--- src/rtl/ttt_env_step.sv ---
// ttt_env_step: tic-tac-toe episode sequencer feeding a Q-learning update engine.
// It accepts an agent action, applies it, lets the opponent reply, classifies the
// outcome and presents {action, state, next_state, reward} for a fixed hold window.
// Optional macro TTT_OPP_RANDOM_EN: the opponent scan starts at an LFSR-chosen cell.
// Without it, the opponent always takes the lowest-index empty cell and no LFSR exists.
module ttt_env_step #(
   parameter logic [7:0] R_WIN     = 8'd64,
   parameter logic [7:0] R_DRAW    = 8'd16,
   parameter logic [7:0] R_LOSS    = 8'd0,
   parameter logic [7:0] R_STEP    = 8'd4,
   parameter logic [7:0] R_ILLEGAL = 8'd0,
   parameter int         UPD_HOLD  = 3
`ifdef TTT_OPP_RANDOM_EN
   ,
   parameter logic [15:0] LFSR_SEED = 16'hACE1
`endif
) (
   input  logic        i_clock,
   input  logic        i_reset_n,
   input  logic        i_start,
   input  logic        i_act_valid,
   output logic        o_act_ready,
   input  logic [3:0]  i_act_in,
   output logic [3:0]  o_action,
   output logic [17:0] o_state,
   output logic [17:0] o_next_state,
   output logic [7:0]  o_reward,
   output logic        o_upd_valid,
   output logic        o_done,
   output logic [1:0]  o_result
);

   typedef enum logic [2:0] {
      S_IDLE     = 3'd0,
      S_WAIT_ACT = 3'd1,
      S_APPLY    = 3'd2,
      S_OPP_SCAN = 3'd3,
      S_ISSUE    = 3'd4,
      S_HOLD     = 3'd5,
      S_DONE     = 3'd6
   } fsm_t;

   localparam logic [3:0] C_HOLD_LAST = 4'(UPD_HOLD);

   fsm_t        r_fsm, w_fsm_next;
   logic [17:0] r_board, w_board_next;
   logic [3:0]  r_action, w_action_next;
   logic [17:0] r_state, w_state_next;
   logic [17:0] r_next_state, w_next_state_next;
   logic [7:0]  r_reward, w_reward_next;
   logic        r_upd_valid, w_upd_valid_next;
   logic        r_done, w_done_next;
   logic        r_terminal, w_terminal_next;
   logic [1:0]  r_result, w_result_next;
   logic [3:0]  r_scan_ptr, w_scan_ptr_next;
   logic [3:0]  r_hold_cnt, w_hold_cnt_next;
   logic [3:0]  w_start_idx;

   logic [8:0]  w_empty;
   logic [8:0]  w_agent_hit;
   logic [8:0]  w_opp_hit;
   logic [17:0] w_board_agent;
   logic [17:0] w_board_opp;
   logic        w_act_ok;
   logic        w_agent_line, w_agent_full;
   logic        w_opp_line, w_opp_full;

   // True when player code p owns any of the 8 winning lines of board b.
   function automatic logic f_line(input logic [17:0] b, input logic [1:0] p);
      logic [8:0] m;
      for (int i = 0; i < 9; i++) begin
         m[i] = (b[2*i +: 2] == p);
      end
      return (m[0] & m[1] & m[2]) | (m[3] & m[4] & m[5]) | (m[6] & m[7] & m[8]) |
             (m[0] & m[3] & m[6]) | (m[1] & m[4] & m[7]) | (m[2] & m[5] & m[8]) |
             (m[0] & m[4] & m[8]) | (m[2] & m[4] & m[6]);
   endfunction

   // True when no cell of board b is empty.
   function automatic logic f_full(input logic [17:0] b);
      logic f;
      f = 1'b1;
      for (int i = 0; i < 9; i++) begin
         if (b[2*i +: 2] == 2'b00) f = 1'b0;
      end
      return f;
   endfunction

   // Per-cell decode: a hit vector never matches for action codes 0 or 10..15,
   // so range checking and occupancy checking collapse into one OR-reduction.
   generate
      for (genvar gi = 0; gi < 9; gi++) begin : g_cell
         assign w_empty[gi]             = (r_board[2*gi +: 2] == 2'b00);
         assign w_agent_hit[gi]         = (r_action == 4'(gi + 1)) & w_empty[gi];
         assign w_opp_hit[gi]           = (r_scan_ptr == 4'(gi)) & w_empty[gi];
         assign w_board_agent[2*gi +: 2] = w_agent_hit[gi] ? 2'b01 : r_board[2*gi +: 2];
         assign w_board_opp[2*gi +: 2]   = w_opp_hit[gi]   ? 2'b10 : r_board[2*gi +: 2];
      end
   endgenerate

   assign w_act_ok     = |w_agent_hit;
   assign w_agent_line = f_line(w_board_agent, 2'b01);
   assign w_agent_full = f_full(w_board_agent);
   assign w_opp_line   = f_line(w_board_opp, 2'b10);
   assign w_opp_full   = f_full(w_board_opp);

`ifdef TTT_OPP_RANDOM_EN
   logic [15:0] r_lfsr;

   // Free-running Fibonacci LFSR (taps 16,14,13,11) that randomises the opponent scan start.
   always_ff @(posedge i_clock or negedge i_reset_n) begin
      if (!i_reset_n) begin
         r_lfsr <= LFSR_SEED;
      end else begin
         r_lfsr <= {r_lfsr[14:0], r_lfsr[15] ^ r_lfsr[13] ^ r_lfsr[12] ^ r_lfsr[10]};
      end
   end

   assign w_start_idx = 4'(r_lfsr % 16'd9);
`else
   assign w_start_idx = 4'd0;
`endif

   // Next-state and datapath update decisions for the episode sequencer.
   always_comb begin
      w_fsm_next        = r_fsm;
      w_board_next      = r_board;
      w_action_next     = r_action;
      w_state_next      = r_state;
      w_next_state_next = r_next_state;
      w_reward_next     = r_reward;
      w_upd_valid_next  = 1'b0;
      w_done_next       = r_done;
      w_terminal_next   = r_terminal;
      w_result_next     = r_result;
      w_scan_ptr_next   = r_scan_ptr;
      w_hold_cnt_next   = r_hold_cnt;
      case (r_fsm)
         S_IDLE, S_DONE: begin
            if (i_start) begin
               w_board_next    = 18'd0;
               w_result_next   = 2'b00;
               w_done_next     = 1'b0;
               w_terminal_next = 1'b0;
               w_fsm_next      = S_WAIT_ACT;
            end
         end
         S_WAIT_ACT: begin
            if (i_act_valid) begin
               w_state_next  = r_board;
               w_action_next = i_act_in;
               w_fsm_next    = S_APPLY;
            end
         end
         S_APPLY: begin
            w_fsm_next      = S_ISSUE;
            w_terminal_next = 1'b0;
            if (!w_act_ok) begin
               w_reward_next = R_ILLEGAL;
            end else begin
               w_board_next = w_board_agent;
               if (w_agent_line) begin
                  w_reward_next   = R_WIN;
                  w_result_next   = 2'b01;
                  w_terminal_next = 1'b1;
               end else if (w_agent_full) begin
                  w_reward_next   = R_DRAW;
                  w_result_next   = 2'b11;
                  w_terminal_next = 1'b1;
               end else begin
                  w_fsm_next      = S_OPP_SCAN;
                  w_scan_ptr_next = w_start_idx;
               end
            end
         end
         S_OPP_SCAN: begin
            if (|w_opp_hit) begin
               w_board_next = w_board_opp;
               w_fsm_next   = S_ISSUE;
               if (w_opp_line) begin
                  w_reward_next   = R_LOSS;
                  w_result_next   = 2'b10;
                  w_terminal_next = 1'b1;
               end else if (w_opp_full) begin
                  w_reward_next   = R_DRAW;
                  w_result_next   = 2'b11;
                  w_terminal_next = 1'b1;
               end else begin
                  w_reward_next = R_STEP;
               end
            end else begin
               w_scan_ptr_next = (r_scan_ptr == 4'd8) ? 4'd0 : r_scan_ptr + 4'd1;
            end
         end
         S_ISSUE: begin
            w_next_state_next = r_board;
            w_upd_valid_next  = 1'b1;
            w_hold_cnt_next   = 4'd0;
            w_fsm_next        = S_HOLD;
         end
         S_HOLD: begin
            if (r_hold_cnt == C_HOLD_LAST) begin
               w_done_next = r_terminal;
               if (r_terminal) w_fsm_next = S_DONE;
               else            w_fsm_next = S_WAIT_ACT;
            end else begin
               w_hold_cnt_next = r_hold_cnt + 4'd1;
            end
         end
         default: begin
            w_fsm_next = S_IDLE;
         end
      endcase
   end

   // FSM state register.
   always_ff @(posedge i_clock or negedge i_reset_n) begin
      if (!i_reset_n) r_fsm <= S_IDLE;
      else            r_fsm <= w_fsm_next;
   end

   // Board, update-output and bookkeeping registers; reset drops any pending strobe.
   always_ff @(posedge i_clock or negedge i_reset_n) begin
      if (!i_reset_n) begin
         r_board      <= 18'd0;
         r_action     <= 4'd0;
         r_state      <= 18'd0;
         r_next_state <= 18'd0;
         r_reward     <= 8'd0;
         r_upd_valid  <= 1'b0;
         r_done       <= 1'b0;
         r_terminal   <= 1'b0;
         r_result     <= 2'b00;
         r_scan_ptr   <= 4'd0;
         r_hold_cnt   <= 4'd0;
      end else begin
         r_board      <= w_board_next;
         r_action     <= w_action_next;
         r_state      <= w_state_next;
         r_next_state <= w_next_state_next;
         r_reward     <= w_reward_next;
         r_upd_valid  <= w_upd_valid_next;
         r_done       <= w_done_next;
         r_terminal   <= w_terminal_next;
         r_result     <= w_result_next;
         r_scan_ptr   <= w_scan_ptr_next;
         r_hold_cnt   <= w_hold_cnt_next;
      end
   end

   assign o_act_ready  = (r_fsm == S_WAIT_ACT);
   assign o_action     = r_action;
   assign o_state      = r_state;
   assign o_next_state = r_next_state;
   assign o_reward     = r_reward;
   assign o_upd_valid  = r_upd_valid;
   assign o_done       = r_done;
   assign o_result     = r_result;

endmodule
--- config.mk ---
export PLATFORM = sky130hd
export DESIGN_NAME = ttt_env_step
export DESIGN_NICKNAME = d
export VERILOG_FILES = /design/src/rtl/ttt_env_step.sv
export SDC_FILE = /design/constraint.sdc
export NUM_CORES = 1
export LEC_CHECK = 0
export CORE_UTILIZATION = 40
export CTS_CLUSTER_DIAMETER = 150
export DETAILED_ROUTE_END_ITERATION = 12
export GPL_TIMING_DRIVEN = 0
export PLACE_DENSITY = 0.66
export REMOVE_ABC_BUFFERS = 1
export SLEW_MARGIN = 0
export SYNTH_ARGS = -nofsm -noshare
export SYNTH_HDL_FRONTEND = slang
export SYNTH_SLANG_ARGS = --single-unit
--- constraint.sdc ---
create_clock -name i_clock -period 7.05 [get_ports i_clock]
set_input_delay 2.115 -clock i_clock [delete_from_list [all_inputs] [get_ports i_clock]]
set_output_delay 2.115 -clock i_clock [all_outputs]
set_load 0.02 [all_outputs]
**Yosys cells after proc, flatten, opt, wreduce, memory -nomap -nowiden**

Index checks and enable logic that the tools add are counted.

- Multiplexer cells: 83
- Equal/unequal tests: 54
- Reduce and logical (&&, ||, !) cells: 45
- Shifts and indexed selects: 0
- Magnitude comparators: 0
- $add $sub $neg: 2
- $mul: 0
- Div/mod/pow operators: 0
- Bitwise gates (word level): 64

Operator list:

| operator | number |
|---|---|
| $logic_not A2 Y1 | 27 |
| $mux W18 | 3 |
| $pmux W18 S3 | 1 |
| $and A1 B1 Y1 | 50 |
| $mux W2 | 25 |
| $eq A4 B3 Y1 const B | 8 |
| $mux W8 | 4 |
| $mux W1 | 27 |
| $mux W3 | 8 |
| $mux W4 | 6 |
| $eq A4 B2 Y1 const B | 5 |
| $eq A2 B1 Y1 const B | 9 |
| $eq A2 B2 Y1 const B | 9 |
| $ne A2 B2 Y1 const B | 9 |
| $pmux W3 S6 | 1 |
| $reduce_or A9 Y1 | 2 |
| $pmux W4 S2 | 2 |
| $pmux W8 S2 | 1 |
| $or A1 B1 Y1 | 14 |
| $eq A4 B4 Y1 const B | 3 |
| $reduce_and A4 Y1 | 3 |
| $mux W5 | 2 |
| $eq A3 B3 Y1 const B | 3 |
| $add A4 B1 Y4 const B | 2 |
| 17 further kinds | 24 |

- ROM bits: 0
- RAM bits: 0
- Input port bits: 8
- Register bits: 82
- Latch bits: 0
- Output and inout bits: 53
- Memories kept: 0
- Word-level logic and storage cells: 260

**Logic depth before layout (Yosys ltp)**

Gate-level depths: netlist of the first run.

- Depth in word-level cells: 17
- Gate-level depth with buffers: 11
- Gate-level depth less buffers: 9

**Worst setup path after synthesis of the first run**

Ideal clock, no wire load.

- Path kind: input port to flip-flop
- Start: input i_start
- End: register r_board[1]
- Setup time: 0.121 ns
- Arrival time: 3.394 ns
- Stages: 6
- Path slack: 3.534 ns
- Buffers on the path: 1
- Data required time: 6.929 ns
- Path through: nand2b_1 -> or3_1 -> a221o_1 -> a21oi_1 -> buf_6 -> nor2_1

- Longest elaborated chain between the ends: 2

Ends and longest elaborated chain:

| what | line | source |
|---|---|---|
| start, declared | 20 | `input logic i_start,` |
| $ne A2 B2 Y1 (no line) | -- |  |
| $reduce_and A4 Y1 (no line) | -- |  |
| end signal, assigned | 237 | `r_board <= w_board_next;` |
| end, declared | 46 | `logic [17:0] r_board, w_board_next;` |

Every way passes these cells.
A chain may end at the register's enable or synchronous reset.

**Worst setup path in the final report of the first run**

- Start: input i_start
- End: register r_board[13]

Same word-level chain as after synthesis.

==> results of run 1 <==
## layer usage
metal | vias to the layer above | GRT usage [%]
met5 | - | 0
met4 | 0 | 12.5
met1 | 1849 | 29.0
met2 | 114 | 34.0
met3 | 19 | 2.60
li1 | 1710 | -
## area by class of cell
type                            instances  area, µm²
Clock buffer                           10        128
Clock inverter                          5        100
Fill cell                            1019       5570
Inverter                               20       75.1
Multi-Input combinational cell        319       2280
Sequential cell                        77       1930
Tap cell                              140        175
Timing Repair Buffer                   57        583
## kinds of logic after synthesis
logic type      share of synthesized area (%)
buf+inv                                  5.87
xor+xnor                                0.197
mux                                      11.5
flops                                    43.3
fa+ha+maj                                1.91
other cells                            0.0842
compound gates                           17.8
simple gates                             19.4
## placed cells by master, fill, tap and decap left out, types with 6 or more instances in the layout
cell / instances
sky130_fd_sc_hd__dfrtp_1: 77
sky130_fd_sc_hd__clkdlybuf4s50_1: 54
sky130_fd_sc_hd__nor2_1: 40
sky130_fd_sc_hd__mux2_1: 22
sky130_fd_sc_hd__a21oi_1: 21
sky130_fd_sc_hd__nand2_1: 20
sky130_fd_sc_hd__inv_1: 19
sky130_fd_sc_hd__mux2_2: 18
sky130_fd_sc_hd__o21ai_0: 15
sky130_fd_sc_hd__nor3_1: 11
sky130_fd_sc_hd__nor4b_1: 9
sky130_fd_sc_hd__clkbuf_8: 9
sky130_fd_sc_hd__nand2b_1: 8
sky130_fd_sc_hd__nor2b_1: 8
sky130_fd_sc_hd__nand3_1: 8
sky130_fd_sc_hd__o21a_1: 8
sky130_fd_sc_hd__o221ai_1: 7
sky130_fd_sc_hd__a31oi_1: 7
sky130_fd_sc_hd__nor3b_1: 6
sky130_fd_sc_hd__o22ai_1: 6
sky130_fd_sc_hd__o21bai_1: 6
sky130_fd_sc_hd__nor4_1: 6
sky130_fd_sc_hd__ha_1: 6
## through the flow
step	setup WS [ns]	cells	instance area [µm²]	hold WS [ns]
global route	2.44	628	5270	0.524
CTS	2.61	628	5270	0.500
global placement	1.20	611	5010	0.477
finish	2.56	628	5270	0.494
detailed placement	2.23	613	5040	0.481
floorplan	3.34	416	4280	0.490
## where the power goes
part | switching (mW) | internal (mW)
combinational | 0.569 | 0.433
clock | 0.159 | 0.232
sequential | 0.181 | 0.555
## synthesized netlist by cell type, types with 9 or more instances
| library cell | number | area, µm² |
|---|---|---|
| sky130_fd_sc_hd__o21ai_0 | 15 | 75.1 |
| sky130_fd_sc_hd__nand2_1 | 20 | 75.1 |
| sky130_fd_sc_hd__clkbuf_1 | 9 | 33.8 |
| sky130_fd_sc_hd__nor4b_1 | 9 | 78.8 |
| sky130_fd_sc_hd__nor3_1 | 11 | 55.1 |
| sky130_fd_sc_hd__a21oi_1 | 21 | 105 |
| sky130_fd_sc_hd__dfrtp_1 | 77 | 1930 |
| sky130_fd_sc_hd__buf_4 | 10 | 75.1 |
| sky130_fd_sc_hd__nor2_1 | 41 | 154 |
| sky130_fd_sc_hd__mux2_2 | 18 | 203 |
| sky130_fd_sc_hd__mux2_1 | 22 | 248 |
| sky130_fd_sc_hd__inv_1 | 19 | 71.3 |
| sky130_fd_sc_hd__buf_2 | 11 | 55.1 |
## registers in the layout, summed over array words and instances (netlist names)
| register | flops |
|---|---|
| o_reward | 3 |
| o_result | 2 |
| o_upd_valid | 1 |
| o_action | 4 |
| r_terminal | 1 |
| r_hold_cnt | 4 |
| r_fsm | 3 |
| r_board | 18 |
| o_next_state | 18 |
| o_state | 18 |
| r_scan_ptr | 4 |
| o_done | 1 |
## how the worst min path moves through the flow
stage / endpoint / cells past startpoint / start
floorplan: r_hold_cnt[0] / 1 / r_hold_cnt[0]
finish: o_state[5] / 1 / o_state[5]
global placement: o_state[17] / 1 / o_state[17]
CTS: o_state[1] / 1 / o_state[1]
detailed placement: o_state[5] / 1 / o_state[5]
global route: o_state[12] / 1 / o_state[12]
==> out/metrics.cfg, run 1 <==
[critical_path]
path_depth = 6
timing_worst_setup_path_type = input pin to flip-flop
crit_path_max_incr_delay_ns = 0.91
worstSetupEndpointType = flip-flop
worstPathMaxFanout = 12
cpMaxStageDelayCell = sky130_fd_sc_hd__a21oi_1
worst_setup_path_start_kind = input pin
regToRegSetupSlack_ns = 3.66
timing.critical_path.cells = clkdlybuf4s50_1, nand2b_1, or3_1, a221o_1, a21oi_1, nor2_1
crit_family = compound AO/OA/AOI/OAI gates
ff2ff_path_depth = 6
setup.worst_path.start = i_start
crit_required_ns = 7.25
timing.rr.end = o_state[14]
setup.worst_path.end = r_board[13]
reg2reg_from = r_fsm[0]
worstPathBufferInverterCount = 1
worst-endpoint-arrival_ns = 4.69

[synthesis]
ys_warn_count = 0
synth_area_per_cell_um2 = 9.98
synth.lib_cells_used.distinct = 73
post_synth_edffs = 0
ff_latch_count_synth = 77
postSynthCellCount = 446
ys_dominant_reg_cell = sky130_fd_sc_hd__dfrtp_1
async_flop_share_pct = 100
ys_seq_area_share_pct = 43.3
post_synth_instance_area_mm2 = 0.00445

[sta]
layout_worst_path_cycle_share_pct = 63.7
final_period_minus_worst_setup_slack_ns = 4.49
worstMarginPinSlew_ns = 1.11
rsz0062_at_grt = false
count_of_endpoints_failing_setup_in_the_final_report = 0
timing.max_slew.rel_slack_pct = 25.8
timing_hold_violations_final = 0
fin_skew_ns = 0.0107
clock.fmax_ghz = 0.223
tns_ns = 0
final_max_slew_viol_count = 0

[detailed_routing]
drtPass1Iterations = 5
drt-met1-wl_um = 5200
route.final.wire_length_um = 11700
drc = 0
detailroute.wirelength.met3_um = 488
met2WireLength_um = 5600
routed_wire_length_per_instance_um = 18.6
via_count = 3692
dr_iter_0_viols = 392
final_antenna_net_count = 0
vias_per_cell = 5.88
maxUsedRoutingLayer = met4

[final_layout]
area_delta_synth_final_pct = 18.4
fin_nets = 498
final_util_pct = 48.6
antenna_cells_inserted = 0
drive_gt1_share_pct = 10.5

[global_routing]
groute.usage.overall_pct = 21.8
antenna_found_initial = 0
grt_overflow = 0
grt_pass1_vias = 3582
grt_max_degree = 47
global_route_wire_length_before_repair_um = 19100

[floorplan]
io-pin-count = 61
rows = 38
die_width_um = 107
full_die_area_mm2 = 0.0116
placeableCoreArea_mm2 = 0.0108
die_h_um = 107
floorplan.initialDensity_pct = 41.1

[clocking]
cts_tree = done
htree_levels = 3
cts_root_buffer = sky130_fd_sc_hd__clkbuf_8
numCtsBuffers = 9
numClockSinks = 77
count_of_buffers_added_by_post_cts_timing_repair_for_setup = 0
clk_pin_slew_worst_paths_ns = 0.08
clock_path_buffers = 2
clkLatencyLatePin_ns = 0.36
postCtsHoldBufs = 0
cts-resized-gates = 0

[hold_path]
min_path_type = flip-flop to flip-flop

[job]
maximum_capacitance_violations = 0

[pwr]
irDropWorstVdd_uv = 182
p_leak_nw = 2.20
report.power.total_mw = 2.13
power_per_cell_area_mw_per_mm2 = 404

[placement]
port_buffers = 55
placer_congestion = 0.896
dp_hpwl_um = 8290

[outcome]
result_of_the_run = finished clean

No activity file was read; power rests on OpenSTA's default activity.
==> run 2: changes to the inputs <==
clock period = 4.5 ns   (was 7.05 ns; I/O delays follow)
==> results of run 2 <==
Same layout as run 1 (identical final DEF). Status: finished clean.
Main changes from that run: setup slack after placement 2.23 ns -> 0.448 ns; setup slack after layout 2.56 ns -> 0.774 ns; register-to-register setup slack 3.66 ns -> 1.11 ns; total power 2.13 mW -> 3.33 mW; worst IR drop on VDD 182 µV -> 285 µV
